<file path="config.mk">
export PLATFORM = sky130hd
export DESIGN_NAME = alu_issue_stage_flat
export DESIGN_NICKNAME = d
export VERILOG_FILES = /design/src/rtl/alu_issue_stage_pkg.sv /design/src/rtl/alu_issue_stage_if.sv /design/src/rtl/alu_issue_stage_regfile.sv /design/src/rtl/alu_issue_stage.sv /design/src/flat_wrapper.sv
export SDC_FILE = /design/constraint.sdc
export NUM_CORES = 1
export LEC_CHECK = 0
export CAP_MARGIN = 10
export CORE_MARGIN = 8
export CORE_UTILIZATION = 47
export DETAILED_ROUTE_END_ITERATION = 16
export PLACE_DENSITY = 0.66
export REMOVE_ABC_BUFFERS = 1
export SYNTH_ARGS = -nofsm -noshare
export SYNTH_HDL_FRONTEND = slang
export SYNTH_SLANG_ARGS = --single-unit
</file>
<file path="constraint.sdc">
create_clock -name clk -period 2.13 [get_ports clk]
set_input_delay 0.3195 -clock clk [delete_from_list [all_inputs] [get_ports clk]]
set_output_delay 0.3195 -clock clk [all_outputs]
set_load 0.01 [all_outputs]
</file>
<file path="src/rtl/alu_issue_stage_pkg.sv">
// ---------------------------------------------------------------------------
// alu_issue_stage_pkg
// Shared definitions for the ALU issue stage: ALU opcode values, the issue
// sequencer state encoding and the instruction word field layout with a
// small decode helper.
// No ports (package).
// ---------------------------------------------------------------------------
package alu_issue_stage_pkg;

   // ALU opcodes; 3'b110 and 3'b111 are unassigned and passed through as-is.
   localparam logic [2:0] OP_ADD = 3'b000;
   localparam logic [2:0] OP_SUB = 3'b001;
   localparam logic [2:0] OP_EQ  = 3'b010;
   localparam logic [2:0] OP_GT  = 3'b011;
   localparam logic [2:0] OP_MUL = 3'b100;
   localparam logic [2:0] OP_INV = 3'b101;

   typedef enum logic [1:0] {
      ST_IDLE  = 2'd0,
      ST_READ  = 2'd1,
      ST_EXEC  = 2'd2,
      ST_WRITE = 2'd3
   } state_t;

   // Instruction word: [15:13] op, [12:10] rd, [9:7] rs1, [6:4] rs2, [3:0] reserved.
   localparam int INSTR_W = 16;
   localparam int FIELD_W = 3;
   localparam int OP_LSB  = 13;
   localparam int RD_LSB  = 10;
   localparam int RS1_LSB = 7;
   localparam int RS2_LSB = 4;

   typedef struct packed {
      logic [FIELD_W-1:0] op;
      logic [FIELD_W-1:0] rd;
      logic [FIELD_W-1:0] rs1;
      logic [FIELD_W-1:0] rs2;
   } instr_t;

   function automatic instr_t decode_instr(input logic [INSTR_W-1:0] w);
      instr_t d;
      d.op  = w[OP_LSB  +: FIELD_W];
      d.rd  = w[RD_LSB  +: FIELD_W];
      d.rs1 = w[RS1_LSB +: FIELD_W];
      d.rs2 = w[RS2_LSB +: FIELD_W];
      return d;
   endfunction

endpackage

</file>
<file path="src/rtl/alu_issue_stage_if.sv">
// ---------------------------------------------------------------------------
// alu_issue_stage_if
// Upstream bundle of the ALU issue stage: instruction handshake plus the host
// register-load port.
//   instr_valid / instr_ready / instr : instruction word handshake
//   ld_valid / ld_addr / ld_data      : host register load (honoured when idle)
// Modports: master = instruction source / host, slave = issue stage.
// ---------------------------------------------------------------------------
interface alu_issue_stage_if #(
   parameter int RA = 3,
   parameter int DW = 32
);
   logic                 instr_valid;
   logic                 instr_ready;
   logic [15:0]          instr;
   logic                 ld_valid;
   logic [RA-1:0]        ld_addr;
   logic signed [DW-1:0] ld_data;

   modport master (
      output instr_valid, instr, ld_valid, ld_addr, ld_data,
      input  instr_ready
   );

   modport slave (
      input  instr_valid, instr, ld_valid, ld_addr, ld_data,
      output instr_ready
   );
endinterface

</file>
<file path="src/rtl/alu_issue_stage_regfile.sv">
// ---------------------------------------------------------------------------
// alu_issue_stage_regfile
// NREG x DW register file for the ALU issue stage. r0 reads as zero and
// ignores writes. One write port shared by host load and writeback, load
// taking priority (the two are never active together). Cleared by reset.
// Ports:
//   clk, rst_n          clock, asynchronous active-low reset
//   ld_en/addr/data     host load write request
//   wb_en/addr/data     writeback write request
//   rd1_addr/rd1_data   combinational read port 1
//   rd2_addr/rd2_data   combinational read port 2
//   dbg_addr/dbg_data   combinational debug read port
// ---------------------------------------------------------------------------
module alu_issue_stage_regfile #(
   parameter int NREG = 8,
   parameter int DW   = 32
) (
   input  logic                       clk,
   input  logic                       rst_n,
   input  logic                       ld_en,
   input  logic [$clog2(NREG)-1:0]    ld_addr,
   input  logic signed [DW-1:0]       ld_data,
   input  logic                       wb_en,
   input  logic [$clog2(NREG)-1:0]    wb_addr,
   input  logic signed [DW-1:0]       wb_data,
   input  logic [$clog2(NREG)-1:0]    rd1_addr,
   output logic signed [DW-1:0]       rd1_data,
   input  logic [$clog2(NREG)-1:0]    rd2_addr,
   output logic signed [DW-1:0]       rd2_data,
   input  logic [$clog2(NREG)-1:0]    dbg_addr,
   output logic signed [DW-1:0]       dbg_data
);

   logic signed [DW-1:0] mem [NREG];

   always_ff @(posedge clk or negedge rst_n) begin
      if (!rst_n) begin
         for (int i = 0; i < NREG; i++) begin
            mem[i] <= '0;
         end
      end else if (ld_en && ld_addr != '0) begin
         mem[ld_addr] <= ld_data;
      end else if (wb_en && wb_addr != '0) begin
         mem[wb_addr] <= wb_data;
      end
   end

   // Entry 0 is never written; the explicit zero makes r0 independent of it.
   assign rd1_data = (rd1_addr == '0) ? '0 : mem[rd1_addr];
   assign rd2_data = (rd2_addr == '0) ? '0 : mem[rd2_addr];
   assign dbg_data = (dbg_addr == '0) ? '0 : mem[dbg_addr];

endmodule

</file>
<file path="src/rtl/alu_issue_stage.sv">
// ---------------------------------------------------------------------------
// alu_issue_stage
// Sequencer in front of the 32-bit signed ALU. Accepts one instruction per
// handshake, reads both operands from the internal register file, presents
// op/in1/in2 to the ALU, captures its combinational result and writes it
// back. Fixed four-cycle flow IDLE -> READ -> EXEC -> WRITE.
// Optional feature macro: ALU_FLAGS_EN adds flag_z / flag_n outputs.
// Ports:
//   clk, rst_n              clock, asynchronous active-low reset
//   up (slave)              instruction handshake + host register load
//   alu_op/alu_in1/alu_in2  registered ALU operands (held outside READ)
//   alu_out                 combinational ALU result
//   done                    one-cycle pulse on writeback
//   result                  last written-back value
//   dbg_addr/dbg_data       combinational register file debug read
//   flag_z/flag_n           (ALU_FLAGS_EN) zero / negative of result
// ---------------------------------------------------------------------------
module alu_issue_stage
   import alu_issue_stage_pkg::*;
#(
   parameter int NREG = 8,
   parameter int DW   = 32
) (
   input  logic                       clk,
   input  logic                       rst_n,
   alu_issue_stage_if.slave           up,
   output logic [2:0]                 alu_op,
   output logic signed [DW-1:0]       alu_in1,
   output logic signed [DW-1:0]       alu_in2,
   input  logic signed [DW-1:0]       alu_out,
   output logic                       done,
   output logic signed [DW-1:0]       result,
   input  logic [$clog2(NREG)-1:0]    dbg_addr,
   output logic signed [DW-1:0]       dbg_data
`ifdef ALU_FLAGS_EN
   ,
   output logic                       flag_z,
   output logic                       flag_n
`endif
);

   localparam int RA = $clog2(NREG);

   state_t               state_q, state_d;
   instr_t               instr_q;
   logic signed [DW-1:0] result_q;
   logic signed [DW-1:0] rs1_data, rs2_data;
   logic                 accept, ld_en, wb_en;
   logic                 unused_rsvd;

   assign up.instr_ready = (state_q == ST_IDLE);
   assign accept         = up.instr_valid & up.instr_ready;
   // Host loads only land while idle, so they can never race a writeback.
   assign ld_en          = up.ld_valid & (state_q == ST_IDLE);
   assign wb_en          = (state_q == ST_WRITE);
   assign unused_rsvd    = ^up.instr[3:0];

   always_ff @(posedge clk or negedge rst_n) begin
      if (!rst_n) state_q <= ST_IDLE;
      else        state_q <= state_d;
   end

   always_comb begin
      state_d = state_q;
      unique case (state_q)
         ST_IDLE:  if (accept) state_d = ST_READ;
         ST_READ:  state_d = ST_EXEC;
         ST_EXEC:  state_d = ST_WRITE;
         ST_WRITE: state_d = ST_IDLE;
         default:  state_d = ST_IDLE;
      endcase
   end

   alu_issue_stage_regfile #(.NREG(NREG), .DW(DW)) u_rf (
      .clk      (clk),
      .rst_n    (rst_n),
      .ld_en    (ld_en),
      .ld_addr  (up.ld_addr),
      .ld_data  (up.ld_data),
      .wb_en    (wb_en),
      .wb_addr  (RA'(instr_q.rd)),
      .wb_data  (result_q),
      .rd1_addr (RA'(instr_q.rs1)),
      .rd1_data (rs1_data),
      .rd2_addr (RA'(instr_q.rs2)),
      .rd2_data (rs2_data),
      .dbg_addr (dbg_addr),
      .dbg_data (dbg_data)
   );

   // Stage boundary: IDLE latches the word, READ registers operands, EXEC captures the ALU result.
   always_ff @(posedge clk or negedge rst_n) begin
      if (!rst_n) begin
         instr_q  <= '0;
         alu_op   <= '0;
         alu_in1  <= '0;
         alu_in2  <= '0;
         result_q <= '0;
      end else begin
         if (accept) instr_q <= decode_instr(up.instr);
         if (state_q == ST_READ) begin
            alu_op  <= instr_q.op;
            alu_in1 <= rs1_data;
            alu_in2 <= rs2_data;
         end
         if (state_q == ST_EXEC) result_q <= alu_out;
      end
   end

   // Stage boundary: WRITE publishes the result; the rf write happens in u_rf on the same edge.
   always_ff @(posedge clk or negedge rst_n) begin
      if (!rst_n) begin
         done   <= 1'b0;
         result <= '0;
      end else begin
         done <= wb_en;
         if (wb_en) result <= result_q;
      end
   end

`ifdef ALU_FLAGS_EN
   always_ff @(posedge clk or negedge rst_n) begin
      if (!rst_n) begin
         flag_z <= 1'b0;
         flag_n <= 1'b0;
      end else if (wb_en) begin
         flag_z <= (result_q == '0);
         flag_n <= result_q[DW-1];
      end
   end
`endif

endmodule
</file>
<file path="src/flat_wrapper.sv">
// flat-port wrapper written by rule: the top's interface ports become plain ports
module alu_issue_stage_flat import alu_issue_stage_pkg::*;
#(
   parameter int NREG = 8,
   parameter int DW   = 32
)
  (clk, rst_n, alu_op, alu_in1, alu_in2, alu_out, done, result, dbg_addr, dbg_data, up_instr_valid, up_instr, up_ld_valid, up_ld_addr, up_ld_data, up_instr_ready);
  alu_issue_stage_if #(.DW(DW)) up_i ();
  input  logic clk;
  input  logic rst_n;
  output logic [2:0] alu_op;
  output logic signed [DW-1:0] alu_in1;
  output logic signed [DW-1:0] alu_in2;
  input  logic signed [DW-1:0] alu_out;
  output logic done;
  output logic signed [DW-1:0] result;
  input  logic [$clog2(NREG)-1:0] dbg_addr;
  output logic signed [DW-1:0] dbg_data;
  input wire logic [$bits(up_i.instr_valid)-1:0] up_instr_valid;
  input wire logic [$bits(up_i.instr)-1:0] up_instr;
  input wire logic [$bits(up_i.ld_valid)-1:0] up_ld_valid;
  input wire logic [$bits(up_i.ld_addr)-1:0] up_ld_addr;
  input wire logic [$bits(up_i.ld_data)-1:0] up_ld_data;
  output wire logic [$bits(up_i.instr_ready)-1:0] up_instr_ready;
  assign up_i.instr_valid = up_instr_valid;
  assign up_i.instr = up_instr;
  assign up_i.ld_valid = up_ld_valid;
  assign up_i.ld_addr = up_ld_addr;
  assign up_i.ld_data = up_ld_data;
  assign up_instr_ready = up_i.instr_ready;
  alu_issue_stage #(.NREG(NREG), .DW(DW)) u_core (.clk(clk), .rst_n(rst_n), .up(up_i), .alu_op(alu_op), .alu_in1(alu_in1), .alu_in2(alu_in2), .alu_out(alu_out), .done(done), .result(result), .dbg_addr(dbg_addr), .dbg_data(dbg_data));
endmodule
</file>
# Word-level counts from Yosys, hierarchy flattened
# Index checks and enable logic that the tools add are counted.
# W data, S select, Z words.
[word_totals]
output_inout_bits = 133
elab_cells = 70
in_bits = 90
register_bits = 402
[classes]
order_cmp = 7
muxes = 22
n_reduce_logical = 11
n_eq_ne = 4
bitwise_logic = 7
[ops]
columns = ["op", "n"]
rows = [
  ["$bwmux W256", 2],
  ["$mux W256", 2],
  ["$mux W32", 11],
  ["$bmux W32 S3", 3],
  ["$demux W32 S3", 2],
  ["$ge A4 B4 Y1 const B", 5],
  ["$not A3 Y4", 5],
  ["$logic_not A3 Y1", 3],
  ["$lt A4 B1 Y1 const B", 2],
  ["$pmux W2 S4", 1],
  ["$reduce_bool A3 Y1", 2],
  ["$eq A2 B2 Y1 const B", 2],
  ["$logic_and A1 B1 Y1", 4],
  ["$and A1 B1 Y1", 2],
  ["$eq A2 B1 Y1 const B", 1],
  ["$logic_not A2 Y1", 1],
  ["$mux W2", 1],
  ["$ne A2 B2 Y1 const B", 1],
  ["$reduce_bool A2 Y1", 1],
]

# Logic depth before layout (Yosys ltp)
[logic_depth]
depth_word = 8
depth_mapped = 9
depth_no_buf = 6

# Cells and area by module
# A second synthesis with hierarchy kept.
[hier_totals]
hier_cells = 1922
hier_area_um2 = 22938.2
[modules_own_cells]
columns = ["mod", "cells_each", "area_each_um2", "seq_area_each_um2", "n_inst"]
rows = [
  ["alu_issue_stage_regfile", 1604, 17326.6, 5605.4, 1],
  ["alu_issue_stage", 318, 5611.6, 3653.5, 1],
]

# Worst setup path after synthesis
# OpenSTA, ideal clock, no wires.
[synth_timing]
path_type = "register -> register"
start = "reg u_core.state_q[0]"
end = "reg u_core.u_rf.mem[128] (netlist bit)"
path_stages_with_launch = 9
setup_slack_ns = 0.052
required_ns = 2.005
arrival_ns = 1.953
synth_period_minus_slack_ns = 2.078
setup_ns = 0.125
path_buffers = 2
path_cell_list = "dfrtp_1 -> inv_1 -> ha_1 -> buf_2 -> nand3_1 -> nor2_1 -> a21o_1 -> buf_2 -> mux2_2"
[synth_between]
elab_chain_cells = 4
elab_cells_between_ends = 7
cone_classes = "1 x eq/ne; 1 x mux; 1 x bitwise; 4 x reduce/logical"
[synth_lines]
columns = ["item", "line", "source"]
rows = [
  ["start, declared", "alu_issue_stage.sv:44", "state_t state_q, state_d;"],
  ["start signal, assigned", "alu_issue_stage.sv:60", "else state_q <= state_d;"],
  ["$logic_not A2 Y1 (*)", "n/a", ""],
  ["via up_instr_ready", "flat_wrapper.sv:24", "output wire logic [$bits(up_i.instr_ready)-1:0] up_instr_ready;"],
  ["$and A1 B1 Y1 (*)", "alu_issue_stage.sv:54", "assign ld_en = up.ld_valid & (state_q == ST_IDLE);"],
  ["$logic_and A1 B1 Y1 (*)", "alu_issue_stage_regfile.sv:41", "end else if (ld_en && ld_addr != '0) begin"],
  ["$mux W256 or $reduce_bool A2 Y1 (tied branches)", "n/a", ""],
  ["end signal, assigned by index", "alu_issue_stage_regfile.sv:42", "mem[ld_addr] <= ld_data;"],
  ["end signal, assigned by index", "alu_issue_stage_regfile.sv:44", "mem[wb_addr] <= wb_data;"],
  ["end, declared", "alu_issue_stage_regfile.sv:34", "logic signed [DW-1:0] mem [NREG];"],
]
# Mark *: on every way through the listed nets, which the timed path passes. The rest lies on a longest branch.
# A chain may end at the register's enable or synchronous reset.

# Final worst setup path
[layout_timing]
start = "reg u_core.u_rf.mem[53] (netlist bit)"
end = "out dbg_data[21]"
[layout_between]
elab_chain_cells = 4
[layout_lines]
columns = ["item", "line", "source"]
rows = [
  ["$bmux W32 S3", "alu_issue_stage_regfile.sv:51", "assign dbg_data = (dbg_addr == '0) ? '0 : mem[dbg_addr];"],
  ["$mux W32 (not written as such) (2 in series)", "alu_issue_stage_regfile.sv:51", ""],
  ["$mux W32", "alu_issue_stage_regfile.sv:51", ""],
  ["end, declared", "flat_wrapper.sv:18", "output logic signed [DW-1:0] dbg_data;"],
]
# Every way passes these cells. The select of a mux whose other input is x is not followed.

==> qor.yml <==
critPathMaxStageDelay_ns: 0.45
syn_to_final_growth_pct: 29.8
hold_viol_final: 0
p_clk_share_pct: 16.3
dieArea_sq_um: 52200
ys_types: 52
remaining_drc_errors: 0
io-pin-count: 223
reg2reg_slack_ns: 0.03
ys_warn_count: 0
cts_inserted_buffers: 43
antenna_found_initial: 3
worst_pin_slew_ns: 0.973
nets: 2462
setup_violations: 0
synth_edf_count: 0
gp_congestion: 0.898
p_leak_nw: 11.7
synthTopCellsByArea: "dfrtp_1 44%, mux2_2 11%, a22oi_1 6.5%, mux2i_1 6.1%, mux4_2 3.8%"
power.share.sequential_pct: 31.1
drv_cap: 0
period_minus_slack_ns: 2.11
synthTopCellsByCount: "370 x dfrtp_1, 213 x mux2_2, 183 x a22oi_1"
die_w_microns: 229
viasPerCell: 6.57
synth_top_area_share_pct: 43.6
crit_path_max_fanout: 2
route.met2.wl_mm: 38.0
yosys_most_used_dff: "dfrtp_1"
grt_pass1_wl_mm: 124
syn_inst: 2014
cp_cell_sequence: "mux4_2 -> nand2_1 -> o21ai_1 -> buf_6"
clock_path_buffers: 3
drive_above_1_share_pct: 28.1
route.met3.wl_mm: 7.56
num-fill-cells: 3685
synth.cell_area_sq_um: 21200
maxUsedRoutingLayer: "met5"
gr-total-overflow: 0
h-tree-depth: 2
powerDensity_nw_per_um2: 1670
dr.pass1.iters: 9
relSlewSlack_pct: 35.0
place_hpwl_mm: 53.7
yosys.area.top_type: "dfrtp_1"
dp.cells: 2829
grt_use_total_pct: 30.2
drt_wl_total_mm: 81.6
fin_util_pct: 61.3
ys_ff_latch: 370
status: "complete, no violations"
first_global_vias: 20400
slowest_stage: "mux4_2"
final_cells: 2998
path_class: "flip-flop to output port"
hold_class: "input port to asynchronous set/reset pin"
synth_most_common_cell: "dfrtp_1"
grt_setup_unrepaired: "yes"
clk_latency_ns: 0.57
drt-wirelength-per-cell_microns: 27.2
drt-met1-wl_mm: 31.7
max-vdd-ir-drop_mv: 0.818
grt_max_degree: 76
end_kind: "output port"
yosysSeqAreaShare_pct: 43.6
row_count: 78
coreArea_sq_um: 45000
slew_violations: 0
start_util_pct: 47.2
power.switching_w: 0.0189
async_flop_share_pct: 100
antenna_left: 0
cts_tree: "yes"
via_count: 19700
fp.dieH_microns: 229
cts_sinks: 370
portBuffers: 218
clk_pin_slew_ns: 0.06
fin_crit_sh_pct: 99.0
fmax_mhz: 474
worstPathRequired_ns: 1.81
syn_avg_cell_area_sq_um: 10.5
clockRootBuffer: "clkbuf_16"
comb_power_share_pct: 52.6
drt-initial-drc-count: 2136
internal_power_w: 0.0272
worstSetupStartpointType: "flip-flop"
arrival_ns: 1.79
sw_frac_of_total_pct: 41.0
skew_ns: 0.0201
==> through the flow <==
stage | total power (W) | instance area (sq um) | setup slack (ns) | hold slack, ns | TNS (ns)
4_1_cts | 0.0452 | 27300 | -0.0782 | 0.305 | -0.305
2_1_floorplan | 0.0260 | 20300 | -2.50 | 0.0239 | -375.98
5_1_grt | 0.0483 | 27600 | -0.0235 | 0.336 | -0.0292
6_report | 0.0461 | 27600 | 0.0210 | 0.301 | 0
3_5_place_dp | 0.0368 | 25500 | -0.301 | 0.302 | -49.02
3_3_place_gp | 0.0362 | 25500 | -0.282 | 0.299 | -43.56
==> worst paths after layout <==
check,startpoint,end,cells past startpoint
max in group asynchronous,rst_n,u_core.u_rf.mem[88],3
min in group clk,alu_out[22],u_core.result_q[22],2
hold reg to reg,u_core.alu_in1[19],u_core.alu_in1[19],1
hold / removal,rst_n,u_core.u_rf.mem[181],2
setup reg to reg,u_core.instr_q[1],u_core.alu_in2[14],3
setup / recovery,u_core.u_rf.mem[53],dbg_data[21],4
==> worst max-delay path, delay by kind of cell, from the launching register on <==
family	cells	cell delay, ns
AOI/OAI and AO/OA	1	0.13
buffers and inverters	1	0.16
DFF	1	0.39
muxes	1	0.45
and+or+nand+nor	1	0.07
==> sequential cells by signal (all words and copies together) (netlist names) <==
name	flops
u_core.done	1
u_core.result_q	32
u_core.u_rf.mem	224
u_core.result	32
u_core.alu_in1	32
u_core.state_q	2
u_core.alu_op	3
u_core.alu_in2	32
u_core.instr_q	12
==> layout make-up <==
class                   instances  area [sq um]  share of cell area [%]
inverters                      25          93.8                   0.340
flip-flops and latches        370          9270                    33.6
repair buffers                508          4960                    18.0
well taps                     600           751                    2.72
clock buffers                  63          1270                    4.62
clock inverters                12           138                   0.499
diodes                          1          2.50                 0.00908
multi-input cells            1419         11100                    40.2
==> cells by family (layout without fill, tap and decap cells) <==
logic type / after synthesis / count (layout) / share of synthesized area (%)
and+or+nand+nor: 404 / 404 / 8.40
other: 0 / 1 / 0
buffers and inverters: 225 / 608 / 4.75
DFF: 370 / 370 / 43.6
AOI/OAI and AO/OA: 631 / 631 / 21.7
muxes: 379 / 379 / 21.2
adders and majority gates: 5 / 5 / 0.295
==> cells in the final DEF, fill, tap and decap left out, types with 36 or more instances in the layout <==
cell / count
dfrtp_1: 367
buf_4: 230
mux2_2: 213
a22oi_1: 183
clkdlybuf4s50_1: 181
nor2_1: 175
nand2_1: 133
mux2i_1: 130
a21oi_1: 104
o22a_1: 73
o221ai_1: 73
buf_12: 58
clkbuf_16: 45
a221oi_1: 42
mux4_2: 36
o21ai_1: 36
==> repair_timing <==
item | in CTS | in global routing
setup endpoints to repair | 83 | 52
endpoints found under the hold margin | 39 | 0
hold buffers | 1 | 0
pin swaps | 3 | 2
resized for setup | 155 | 33
setup buffers | 69 | 28
cloned | 0 | 0
==> power by group through the flow <==
stage / sequential, W / combinational (W) / clock, W
2_1_floorplan: 0.0143 / 0.0117 / 0
3_3_place_gp: 0.0144 / 0.0218 / 0
3_5_place_dp: 0.0145 / 0.0222 / 0
4_1_cts: 0.0141 / 0.0235 / 0.00761
5_1_grt: 0.0147 / 0.0258 / 0.00784
6_report: 0.0143 / 0.0242 / 0.00751
==> layer usage <==
layer	vias up	GRT usage [%]
met5	-	0
met4	4	16.5
met3	296	6.76
met2	1193	47.9
met1	9794	38.0
li1	8395	-
Note: power is estimated with default switching activity, not from simulation.
